$ cat src/rtl/aes_result_sequencer.sv
// Reorders results from the three AES encrypt engines back into issue order for the host stream.
// Optional head-entry timeout is compiled in with the AES_SEQ_TIMEOUT_EN macro.
module aes_result_sequencer #(
    parameter int unsigned DATA_W         = 128,
    parameter int unsigned TIMEOUT_CYCLES = 64
) (
    input  logic              clk,
    input  logic              n_rst,
    input  logic              issue_valid,
    input  logic [1:0]        issue_id,
    input  logic [2:0]        done,
    input  logic [DATA_W-1:0] data_1,
    input  logic [DATA_W-1:0] data_2,
    input  logic [DATA_W-1:0] data_3,
    input  logic              out_ready,
    output logic              out_valid,
    output logic [DATA_W-1:0] out_data,
    output logic [1:0]        order_cnt,
    output logic              proto_err,
    output logic              timeout_err
);

    localparam int unsigned QD = 3;
    localparam int unsigned PW = 2;
    localparam int unsigned TW = $clog2(TIMEOUT_CYCLES) + 1;

    if (TIMEOUT_CYCLES < 2) begin : g_bad_timeout
        $error("TIMEOUT_CYCLES must be at least 2");
    end

    logic [1:0]        id_q     [QD];
    logic [1:0]        id_d     [QD];
    logic [DATA_W-1:0] buf_q    [QD];
    logic [DATA_W-1:0] buf_d    [QD];
    logic [DATA_W-1:0] data_c   [QD];
    logic [PW-1:0]     rd_ptr_q, rd_ptr_d;
    logic [PW-1:0]     wr_ptr_q, wr_ptr_d;
    logic [1:0]        cnt_q, cnt_d;
    logic [QD-1:0]     full_q, full_d;
    logic              proto_err_q, proto_err_d;

    logic [1:0]        head_idx_c;
    logic              out_valid_c;
    logic              pop_c;
    logic              discard_c;
    logic              deq_c;
    logic              push_c;

    function automatic logic [PW-1:0] ptr_inc(input logic [PW-1:0] p);
        return (p == PW'(QD - 1)) ? '0 : p + PW'(1);
    endfunction

    assign data_c[0] = data_1;
    assign data_c[1] = data_2;
    assign data_c[2] = data_3;

    // Queue only ever holds ids 1..3, so head_idx_c is always a valid engine index
    assign head_idx_c  = 2'(id_q[rd_ptr_q] - 2'd1);
    assign out_valid_c = (cnt_q != 2'd0) && full_q[head_idx_c];
    assign pop_c       = out_valid_c && out_ready;
    assign deq_c       = pop_c || discard_c;
    assign push_c      = issue_valid && (issue_id != 2'd0) && ((cnt_q != 2'(QD)) || deq_c);

    assign out_valid = out_valid_c;
    assign out_data  = out_valid_c ? buf_q[head_idx_c] : '0;
    assign order_cnt = cnt_q;
    assign proto_err = proto_err_q;

    // Order queue, result buffers and protocol error tracking
    always_comb begin
        id_d        = id_q;
        buf_d       = buf_q;
        rd_ptr_d    = rd_ptr_q;
        wr_ptr_d    = wr_ptr_q;
        cnt_d       = cnt_q;
        full_d      = full_q;
        proto_err_d = proto_err_q;

        if (issue_valid && ((issue_id == 2'd0) || ((cnt_q == 2'(QD)) && !deq_c))) begin
            proto_err_d = 1'b1;
        end

        if (push_c) begin
            id_d[wr_ptr_q] = issue_id;
            wr_ptr_d       = ptr_inc(wr_ptr_q);
        end
        if (deq_c) begin
            rd_ptr_d = ptr_inc(rd_ptr_q);
        end

        case ({push_c, deq_c})
            2'b10:   cnt_d = cnt_q + 2'd1;
            2'b01:   cnt_d = cnt_q - 2'd1;
            default: cnt_d = cnt_q;
        endcase

        // A done on the engine being popped refills its buffer instead of overwriting
        for (int k = 0; k < int'(QD); k++) begin
            if (pop_c && (head_idx_c == 2'(k))) begin
                full_d[k] = 1'b0;
            end
            if (done[k]) begin
                if (full_q[k] && !(pop_c && (head_idx_c == 2'(k)))) begin
                    proto_err_d = 1'b1;
                end else begin
                    buf_d[k]  = data_c[k];
                    full_d[k] = 1'b1;
                end
            end
        end
    end

    always_ff @(posedge clk or negedge n_rst) begin
        if (!n_rst) begin
            for (int k = 0; k < int'(QD); k++) begin
                id_q[k]  <= '0;
                buf_q[k] <= '0;
            end
            rd_ptr_q    <= '0;
            wr_ptr_q    <= '0;
            cnt_q       <= '0;
            full_q      <= '0;
            proto_err_q <= 1'b0;
        end else begin
            id_q        <= id_d;
            buf_q       <= buf_d;
            rd_ptr_q    <= rd_ptr_d;
            wr_ptr_q    <= wr_ptr_d;
            cnt_q       <= cnt_d;
            full_q      <= full_d;
            proto_err_q <= proto_err_d;
        end
    end

`ifdef AES_SEQ_TIMEOUT_EN
    logic [TW-1:0] tmo_q, tmo_d;
    logic          timeout_err_q, timeout_err_d;

    // Head wait counter; expiry drops the head entry without producing output
    always_comb begin
        tmo_d         = '0;
        timeout_err_d = timeout_err_q;
        discard_c     = 1'b0;
        if ((cnt_q != 2'd0) && !full_q[head_idx_c]) begin
            if (tmo_q == TW'(TIMEOUT_CYCLES - 1)) begin
                discard_c     = 1'b1;
                timeout_err_d = 1'b1;
            end else begin
                tmo_d = tmo_q + TW'(1);
            end
        end
    end

    always_ff @(posedge clk or negedge n_rst) begin
        if (!n_rst) begin
            tmo_q         <= '0;
            timeout_err_q <= 1'b0;
        end else begin
            tmo_q         <= tmo_d;
            timeout_err_q <= timeout_err_d;
        end
    end

    assign timeout_err = timeout_err_q;
`else
    assign discard_c   = 1'b0;
    assign timeout_err = 1'b0;
`endif

endmodule

$ cat config.mk
export PLATFORM = sky130hd
export DESIGN_NAME = aes_result_sequencer
export DESIGN_NICKNAME = d
export VERILOG_FILES = /design/src/rtl/aes_result_sequencer.sv
export SDC_FILE = /design/constraint.sdc
export NUM_CORES = 1
export LEC_CHECK = 0
export CORE_AREA = 3 3 206 208
export CTS_CLUSTER_SIZE = 12
export DETAILED_ROUTE_END_ITERATION = 8
export DIE_AREA = 0 0 209 211
export GPL_TIMING_DRIVEN = 0
export PLACE_DENSITY = 0.89
export SLEW_MARGIN = 20
export SYNTH_ARGS = -nofsm -noshare
export SYNTH_HDL_FRONTEND = slang
export SYNTH_SLANG_ARGS = --single-unit
$ cat constraint.sdc
create_clock -name clk -period 10.1 [get_ports clk]
set_input_delay 2.02 -clock clk [delete_from_list [all_inputs] [get_ports clk]]
set_output_delay 2.02 -clock clk [all_outputs]
set_load 0.01 [all_outputs]
# Word-level counts from Yosys, hierarchy flattened

Index checks and enable logic that the tools add are counted.

Output and inout bits: 133
Input port bits: 393
Register bits: 400
Word-level logic and storage cells: 93

Equality and inequality tests: 8
Multiplexer cells: 31
Bitwise gates (word level): 6
Add/subtract/negate cells: 5
Order comparisons: 5
Reduce and logical (&&, ||, !) cells: 27

Operators with widths:

| kind                                                                 | count |
|---|---|
| 128-bit 2-to-1 mux                                                   | 3 |
| 128-bit binary-select mux with 2-bit select                          | 1 |
| 1-bit 2-to-1 mux                                                     | 17 |
| 1-bit logical AND                                                    | 13 |
| 2-bit == test, second input constant                                 | 5 |
| 2-bit 2-to-1 mux                                                     | 5 |
| 3-bit greater-or-equal comparator, second input constant             | 3 |
| 2-bit NOT with 3-bit output                                          | 3 |
| 2-bit by 1-bit adder with 2-bit output, second input constant        | 3 |
| 6-bit bitwise mux                                                    | 1 |
| 2-bit AND reduction                                                  | 3 |
| 2-bit nonzero test                                                   | 3 |
| 2-bit binary-select mux with 2-bit select                            | 1 |
| 2-bit demux with 2-bit select                                        | 1 |
| 2-bit by 1-bit == test with 1-bit output, second input constant      | 2 |
| 1-bit logical NOT                                                    | 4 |
| 2-bit logical NOT                                                    | 2 |
| 2-bit one-hot mux with 2 select lines                                | 1 |
| 2-bit by 1-bit subtractor with 2-bit output, second input constant   | 2 |
| 2-bit by 3-bit < comparator with 1-bit output, second input constant | 1 |
| 3-bit by 1-bit < comparator with 1-bit output, second input constant | 1 |
| 1-bit NOT                                                            | 3 |
| 1-bit binary-select mux with 2-bit select                            | 1 |
| 1-bit logical OR                                                     | 2 |
| 2-bit inequality test, second input constant                         | 1 |

# Logic depth before layout (Yosys ltp)

Depth in word-level cells: 20
Gate-level depth with buffers: 18

# Worst setup path before layout

No wires, ideal clock.

Kind: reg2out
Start: register rd_ptr_q[1]
End: output port out_valid
Required time: 8.080 ns
Data arrival time: 3.348 ns
Stages on the path, launching flop included: 16
Path slack: 4.732 ns
Path through: dfrtp_1 buf_4 mux2i_1 o21a_1 buf_2 inv_2 clkbuf_1 clkbuf_1 ha_1 clkbuf_1 a221oi_1 a22oi_1 o21ai_0 clkbuf_1 clkbuf_1 inv_1

Longest elaborated chain between the ends: 8

RTL lines:

| element                                              | RTL line | RTL |
|---|---|---|
| start: declaration                                   | 36       | `logic [PW-1:0] rd_ptr_q, rd_ptr_d;` |
| start signal: assignment                             | 127      | `rd_ptr_q <= rd_ptr_d;` |
| 2-bit NOT with 3-bit output (not written as such)    | 58       | `assign head_idx_c = 2'(id_q[rd_ptr_q] - 2'd1);` |
| 2-bit binary-select mux with 2-bit select            | 58       |  |
| 2-bit 2-to-1 mux (not written as such) (2 in series) | 58       |  |
| 2-bit by 1-bit subtractor with 2-bit output          | 58       |  |
| 1-bit binary-select mux with 2-bit select            | 59       | `assign out_valid_c = (cnt_q != 2'd0) && full_q[head_idx_c];` |
| 1-bit 2-to-1 mux (not written as such)               | 59       |  |
| 1-bit logical AND                                    | 59       |  |
| end: declaration                                     | 16       | `output logic out_valid,` |

Every way passes these cells. The select of a mux whose other input is x is not followed.

# Final worst setup path

Start: register rd_ptr_q[1]
End: output port out_data[51]

Longest elaborated chain between the ends: 10
Elaborated cells between the ends (all ways): 13

RTL lines:

| element                                                | RTL line | RTL |
|---|---|---|
| 2-bit NOT with 3-bit output (not written as such) *    | 58       |  |
| 2-bit binary-select mux with 2-bit select *            | 58       |  |
| 2-bit 2-to-1 mux (not written as such) * (2 in series) | 58       |  |
| 2-bit by 1-bit subtractor with 2-bit output *          | 58       |  |
| 2-bit NOT with 3-bit output (not written as such)      | 65       | `assign out_data = out_valid_c ? buf_q[head_idx_c] : '0;` |
| 128-bit binary-select mux with 2-bit select            | 65       |  |
| 128-bit 2-to-1 mux (not written as such) (2 in series) | 65       |  |
| 128-bit 2-to-1 mux *                                   | 65       |  |
| end: declaration                                       | 17       | `output logic [DATA_W-1:0] out_data,` |

Every way passes the cells marked *; elsewhere a longest branch is shown, timed or not. The select of a mux whose other input is x is not followed.

==> impl_metrics.ini <==
[outcome]
status = finished, final reports clean

[yosys]
yosys_register_bits = 400
synthTopCellsByCount = dfrtp_1, mux2_2, nand2_1
syn_area_um2 = 18800
synth-edff-count = 0
synth_area_leaders = dfrtp_1, mux2_2, nand2_1, a21o_1, mux2_1
post_synth.cell_area_avg_um2 = 11.4
yosysMostFrequentCell = dfrtp_1
synthArstFlopShare_pct = 100
synth_nets = 2041
ys_types = 38
dominantRegCellSynth = dfrtp_1
ys_seq_area_share_pct = 53.3
synth_cells = 1644
synth_top_cell_by_area = dfrtp_1
yosysWarningCount = 0
synth.top_cell.area_share_pct = 53.3

[clocking]
clock-sinks = 400
cts.path.max_buffers = 3
cts_setup_buffers = 0
cts_hold_buf = 0
numCtsBuffers = 44
htreeDepth = 2
cts-root-buf = clkbuf_16
clk_pin_slew_ns = 0.06
post_cts_resized = 0
clock_latency_ns = 0.55
cts_tree = built

[floorplanning]
rows = 74
die-area_um2 = 44100
num_io_pins = 526
core_area_um2 = 40700
die_w_um = 209
start_util_pct = 46.1
die_h_um = 211

[critical_path]
startpoint_type = register
worstPathArrival_ns = 5.86
r2r-end = buf_q[48]
cp_max_fo = 11
crit_required_ns = 8.08
critical_path.startpoint = rd_ptr_q[1]
endpoint = out_data[51]
timing.rr.start = rd_ptr_q[1]
end_kind = primary output
r2r_slack_ns = 5.06
worstSetupPathType = reg2out
rr_worst_depth = 16

[pwr]
leakagePower_nw = 11.0
power_density_nw_per_um2 = 407
peakVddDrop_mv = 0.260

[routing]
wirelength_um = 63000
routedWlPerCell_um = 22.6
vias_per_cell = 5.61
vias = 15600
initialDrtViolationCount = 1183
drcViolationCount = 0
dr.pass1.iters = 7
final_antenna_net_count = 0

[sta]
period_minus_slack_ns = 7.88
fin_skew_ns = 0.0111
drv_slew = 0
hold_violations = 0
rsz0062_at_grt = no
tightest_slew_ns = 1.10
finalSetupViolCount = 0
final.setup.tns_ns = 0
max_clock_freq_mhz = 127
slew_headroom_pct = 26.9
post-route-period-util_pct = 78.0

[global_route]
grt_max_degree = 98
antenna_found_initial = 8
grt_use_met1_pct = 34.0
grt-ovfl-total = 0
grt-busiest-layer = met2
grtUsageMet3_pct = 6.49
grt_pass1_wl_um = 95900
track_usage_pct = 27.9
global_route.usage.met2_pct = 47.5
grt_pass1_vias = 16600

[layout]
nFillCells = 2960
seqCellArea_um2 = 10000
design_area_um2 = 26200
drive_gt1_share_pct = 19.0
multiInputGateArea_um2 = 8040
area_growth_pct = 39.5
final_nets = 2615

[place]
io_buffers = 524
place_hpwl_um = 46700
placed_area_um2 = 24800
gp_congestion = 0.939

[hold_path]
min_from = buf_q[356]
min_path_type = reg2reg

[job]
max_cap_viol_count = 0
==> flip-flops by register name (all words and copies together), names as in the netlist <==
| register | flops |
|---|---|
| wr_ptr_q | 2 |
| rd_ptr_q | 2 |
| buf_q | 384 |
| full_q | 3 |
| proto_err | 1 |
| id_q | 6 |
| order_cnt | 2 |
==> stage by stage <==
step / hold slack (ns) / power, W / setup WS [ns] / util (%) / instances
after floorplan: 0.458 / 0.00635 / 4.73 / - / 1644
after global placement: 0.467 / 0.00883 / -10.10 / 60.6 / 2700
after detailed placement: 0.475 / 0.00905 / 2.36 / 60.9 / 2704
after CTS: 0.489 / 0.0107 / 1.75 / 64.3 / 2782
after global routing: 0.499 / 0.0113 / 1.90 / 64.3 / 2789
final: 0.488 / 0.0107 / 2.22 / 64.3 / 2789
==> worst min path at each step <==
stage	endpoint	slack, ns	depth (start not counted)
2_1_floorplan	buf_q[259]	0.46	1
3_3_place_gp	buf_q[244]	0.47	1
3_5_place_dp	buf_q[348]	0.47	1
4_1_cts	buf_q[281]	0.49	1
5_1_grt	buf_q[243]	0.50	1
6_report	buf_q[356]	0.49	1
==> final cells by class <==
cell class,count,area share (%)
inverter,14,0.200
tap,532,2.54
timing repair buffer,528,20.4
clock inverter,10,0.310
buffer,135,2.61
clock buffer,68,4.97
antenna,7,0.0668
sequential,400,38.2
multi-input combinational,1095,30.7
==> worst max-delay path, stage by stage (launching register included) <==
cell and delay, ns:
dfrtp_1 0.36, buf_4 0.16, mux2i_1 0.17, o21a_1 0.19, buf_2 0.15, inv_2 0.14
clkbuf_2 0.51, clkbuf_1 0.54, ha_1 0.34, clkbuf_1 0.22, a221oi_1 0.41, a22oi_1 0.14
o21ai_0 0.19, clkbuf_2 0.57, clkbuf_1 0.52, a21oi_1 0.08, clkdlybuf4s50_1 0.61
==> power by group <==
| group | leakage (nW) | internal, W | switching [W] |
|---|---|---|---|
| Clock | 0.682 | 0.000910 | 0.000644 |
| Combinational | 5.42 | 0.00278 | 0.00351 |
| Sequential | 4.86 | 0.00241 | 0.000428 |
==> cells in the final DEF, fill, tap and decap left out, types with 2 or more instances in the layout <==
cell / Yosys / routed
clkdlybuf4s50_1: 0 / 523
dfrtp_1: 400 / 400
mux2_2: 304 / 304
nand2_1: 268 / 268
a21o_1: 129 / 129
nand3_1: 128 / 128
a21oi_1: 128 / 128
clkbuf_1: 84 / 96
mux2_1: 86 / 86
clkbuf_16: 0 / 45
buf_2: 20 / 20
buf_4: 18 / 18
inv_1: 13 / 13
buf_6: 11 / 11
clkbuf_8: 0 / 9
diode_2: 0 / 7
clkinv_2: 0 / 7
o21ai_0: 6 / 6
a31oi_1: 5 / 5
nand4_1: 4 / 4
ha_1: 4 / 4
buf_16: 0 / 4
nand2b_1: 3 / 3
nor2b_1: 3 / 3
o211ai_1: 3 / 3
o22ai_1: 3 / 3
xnor2_1: 2 / 2
nor2_1: 2 / 2
buf_1: 2 / 2
a221o_1: 2 / 2
mux2i_1: 2 / 2
o21a_1: 2 / 2
clkbuf_2: 0 / 2
==> kinds of logic after synthesis <==
logic type | after synthesis | synth area share (%)
muxes | 392 | 23.5
adders and majority gates | 4 | 0.266
AOI/OAI and AO/OA | 284 | 9.66
xor gates and xnor gates | 3 | 0.140
and+or+nand+nor | 411 | 9.24
buffers and inverters | 149 | 3.91
other | 1 | 0.0200
DFF | 400 | 53.3
==> layer usage <==
| metal | share of wire [%] | up-vias | routed length, µm |
|---|---|---|---|
| li1 | - | 6888 | - |
| met1 | 38 | 7825 | 24200 |
| met2 | 49 | 738 | 31000 |
| met3 | 7.5 | 187 | 4740 |
| met4 | 4.8 | 2 | 3020 |
| met5 | 0.021 | - | 13 |
Power figures use the tool's default switching activity.
==> patch, RTL diff (same flow settings) <==
The option `AES_SEQ_TIMEOUT_EN` is turned on by a define.
--- a/src/rtl/aes_result_sequencer.sv
+++ b/src/rtl/aes_result_sequencer.sv
@@ -1,4 +1,6 @@
 // Reorders results from the three AES encrypt engines back into issue order for the host stream.
 // Optional head-entry timeout is compiled in with the AES_SEQ_TIMEOUT_EN macro.
+`define AES_SEQ_TIMEOUT_EN
+
 module aes_result_sequencer #(
     parameter int unsigned DATA_W         = 128,
Check against the original RTL: not settled (the Yosys comparison gave no result); the edit may change what the design does.
==> patch against the original RTL <==
Sequential share of layout area is 1.5 points lower. Wire length is 12% higher. Worst setup slack worse by 0.20 ns. Largest power group unchanged. Final area is 6.3% higher. Die area stayed put. Largest cell class unchanged. Non-clock buffer count is 3 lower. Critical path type unchanged. Total power is 11% higher. Area after synthesis is 8.2% higher. Sequential cell count is 8 higher.
==> patch: results (changes against the original RTL) <==
Placed Area=26400 um2 (was 24800 um2); cts repair resizes=0 (unchanged); postcts setup bufs=0 (unchanged); Worst Path Arrival=6.07 ns (was 5.86 ns); max-slew headroom at the worst pin=24.5% (was 26.9%); CP max-delay cell=clkbuf_1 (was clkdlybuf4s50_1); initial antenna violation count=15 (was 8); first-pass GRT wire length=106 mm (was 95.9 mm); Internal Power=6.87 mW (was 6.10 mW); largest net degree at the start of global routing=100 (was 98); worst hold path class=reg -> reg (unchanged); Longest Clk Path Bufs=3 (unchanged); LEAKAGE=12.0 nW (was 11.0 nW); mux share of post-synthesis cell area=27.4% (was 23.5%); EDFF count, synth=0 (unchanged); Syn. warnings=0 (unchanged); Fin Clk Skew=0.0155 ns (was 0.0111 ns); Max VDD drop=310 uV (was 260 uV); CP max FO=11 (unchanged); grt met3 use=9.37% (was 6.49%); H-tree levels=2 (unchanged); post-synthesis sequential area ratio=50.2% (was 53.3%); asr flop ratio synth=100% (unchanged); nets=2634 (was 2615); Worst-Skew Late Latency=0.57 ns (was 0.55 ns); top post-synthesis cells by area=dfrtp_1 50%, mux2_4 22%, nand2_1 4.9%, a21o_1 4.8%, mux2_1 3.3% (was dfrtp_1 53%, mux2_2 18%, nand2_1 5.4%, a21o_1 5.2%, mux2_1 5.2%); Final HPWL DP=51.1 mm (was 46.7 mm); Mapped Nets=2058 (was 2041); CP top delay family=buffers and inverters (unchanged); vias per cell=5.76 (was 5.61); WL met3=6.25 mm (was 4.74 mm); clk root buf=clkbuf_16 (unchanged); Post-Synth XOR/XNOR Area=0.172% (was 0.140%); DR iter-0 viols=1343 (was 1183); Cell variety after synth=35 (was 38); Worst path max stage delay=0.88 ns (was 0.61 ns); port buffer count=525 (was 524); GR Util met1=37.2% (was 34.0%); WL/cell=25.1 um (was 22.6 um); fraction of layout cells with a size suffix above 1=19.9% (was 19.0%); met2 routed WL=34.0 mm (was 31.0 mm); total track usage=31.2% (was 27.9%); Synth Area in Compound Gates=8.89% (was 9.66%); Synth Flop Type=dfrtp_1 (unchanged); vias in the first global route=17540 (was 16612); Top Metal Used=met5 (unchanged); outcome=completed (unchanged); M2 GR Usage=52.9% (was 47.5%); synth cell count leaders=408 x dfrtp_1, 300 x mux2_4, 264 x nand2_1 (was 400 x dfrtp_1, 304 x mux2_2, 268 x nand2_1); length of the first detailed-routing pass in iterations=6 (was 7); met1 wire length=26.5 mm (was 24.2 mm); clk slew on worst S/H paths=0.06 ns (about the same); Largest regs=buf_q (384), tmo_q (7), id_q (6) (was buf_q (384), id_q (6), full_q (3)); GP Congestion=0.915 (was 0.939); Synth Area in Adders=0.246% (was 0.266%); TritonCTS buffer count=45 (was 44)
-- patch: cell count changes in the layout (fill, tap and decap cells not counted), moves of 6 or more --
cell     before  now
buf_2        20    2
buf_4        18    0
buf_6        11   42
dfrtp_1     400  408
inv_1        13    7
mux2_1       86   60
mux2_2      304   31
mux2_4        0  300
nor2_1        2   12
-- patch: power groups by stage --
stage | Clock, mW | Combinational [mW] | Sequential, mW
3_3_place_gp | 0 | 6.87 | 2.90
4_1_cts | 1.69 | 7.15 | 2.95
6_report | 1.67 | 7.18 | 2.97
3_5_place_dp | 0 | 7.03 | 2.95
5_1_grt | 1.75 | 7.59 | 3.05
2_1_floorplan | 0 | 4.23 | 2.78
-- patch: through the flow --
step                hold slack, ns  setup TNS, ns  utilization [%]  setup WS (ns)  std cells
global placement             0.444       -4287.14             64.4         -10.55       2718
finish                       0.485              0             68.4           2.01       2811
floorplan                    0.433              0                -           4.88       1661
global route                 0.495              0             68.4           1.67       2808
CTS                          0.484              0             68.3           1.68       2802
detailed placement           0.462              0             64.7           2.33       2722
-- patch: layout make-up --
cell class	count	area (um2)
flip-flops and latches	408	10200
repair buffers	529	5370
fillers	2758	12900
diodes	9	22.5
clock buffers	68	1330
multi-input cells	1114	9280
inverters	8	30.0
clock inverters	12	149
well taps	532	666
plain buffers	131	811
-- patch: worst paths after layout --
| check | startpoint | to | slack [ns] | cells after the start |
|---|---|---|---|---|
| worst min register to register | buf_q[238] | buf_q[238] | 0.48 | 1 |
| max in group asynchronous | n_rst | buf_q[337] | 7.08 | 4 |
| worst min-delay path | buf_q[238] | buf_q[238] | 0.48 | 1 |
| worst max-delay path | rd_ptr_q[0] | out_data[33] | 2.01 | 14 |
| min in group asynchronous | n_rst | buf_q[176] | 1.40 | 1 |
| worst max register to register | rd_ptr_q[0] | buf_q[32] | 5.50 | 15 |
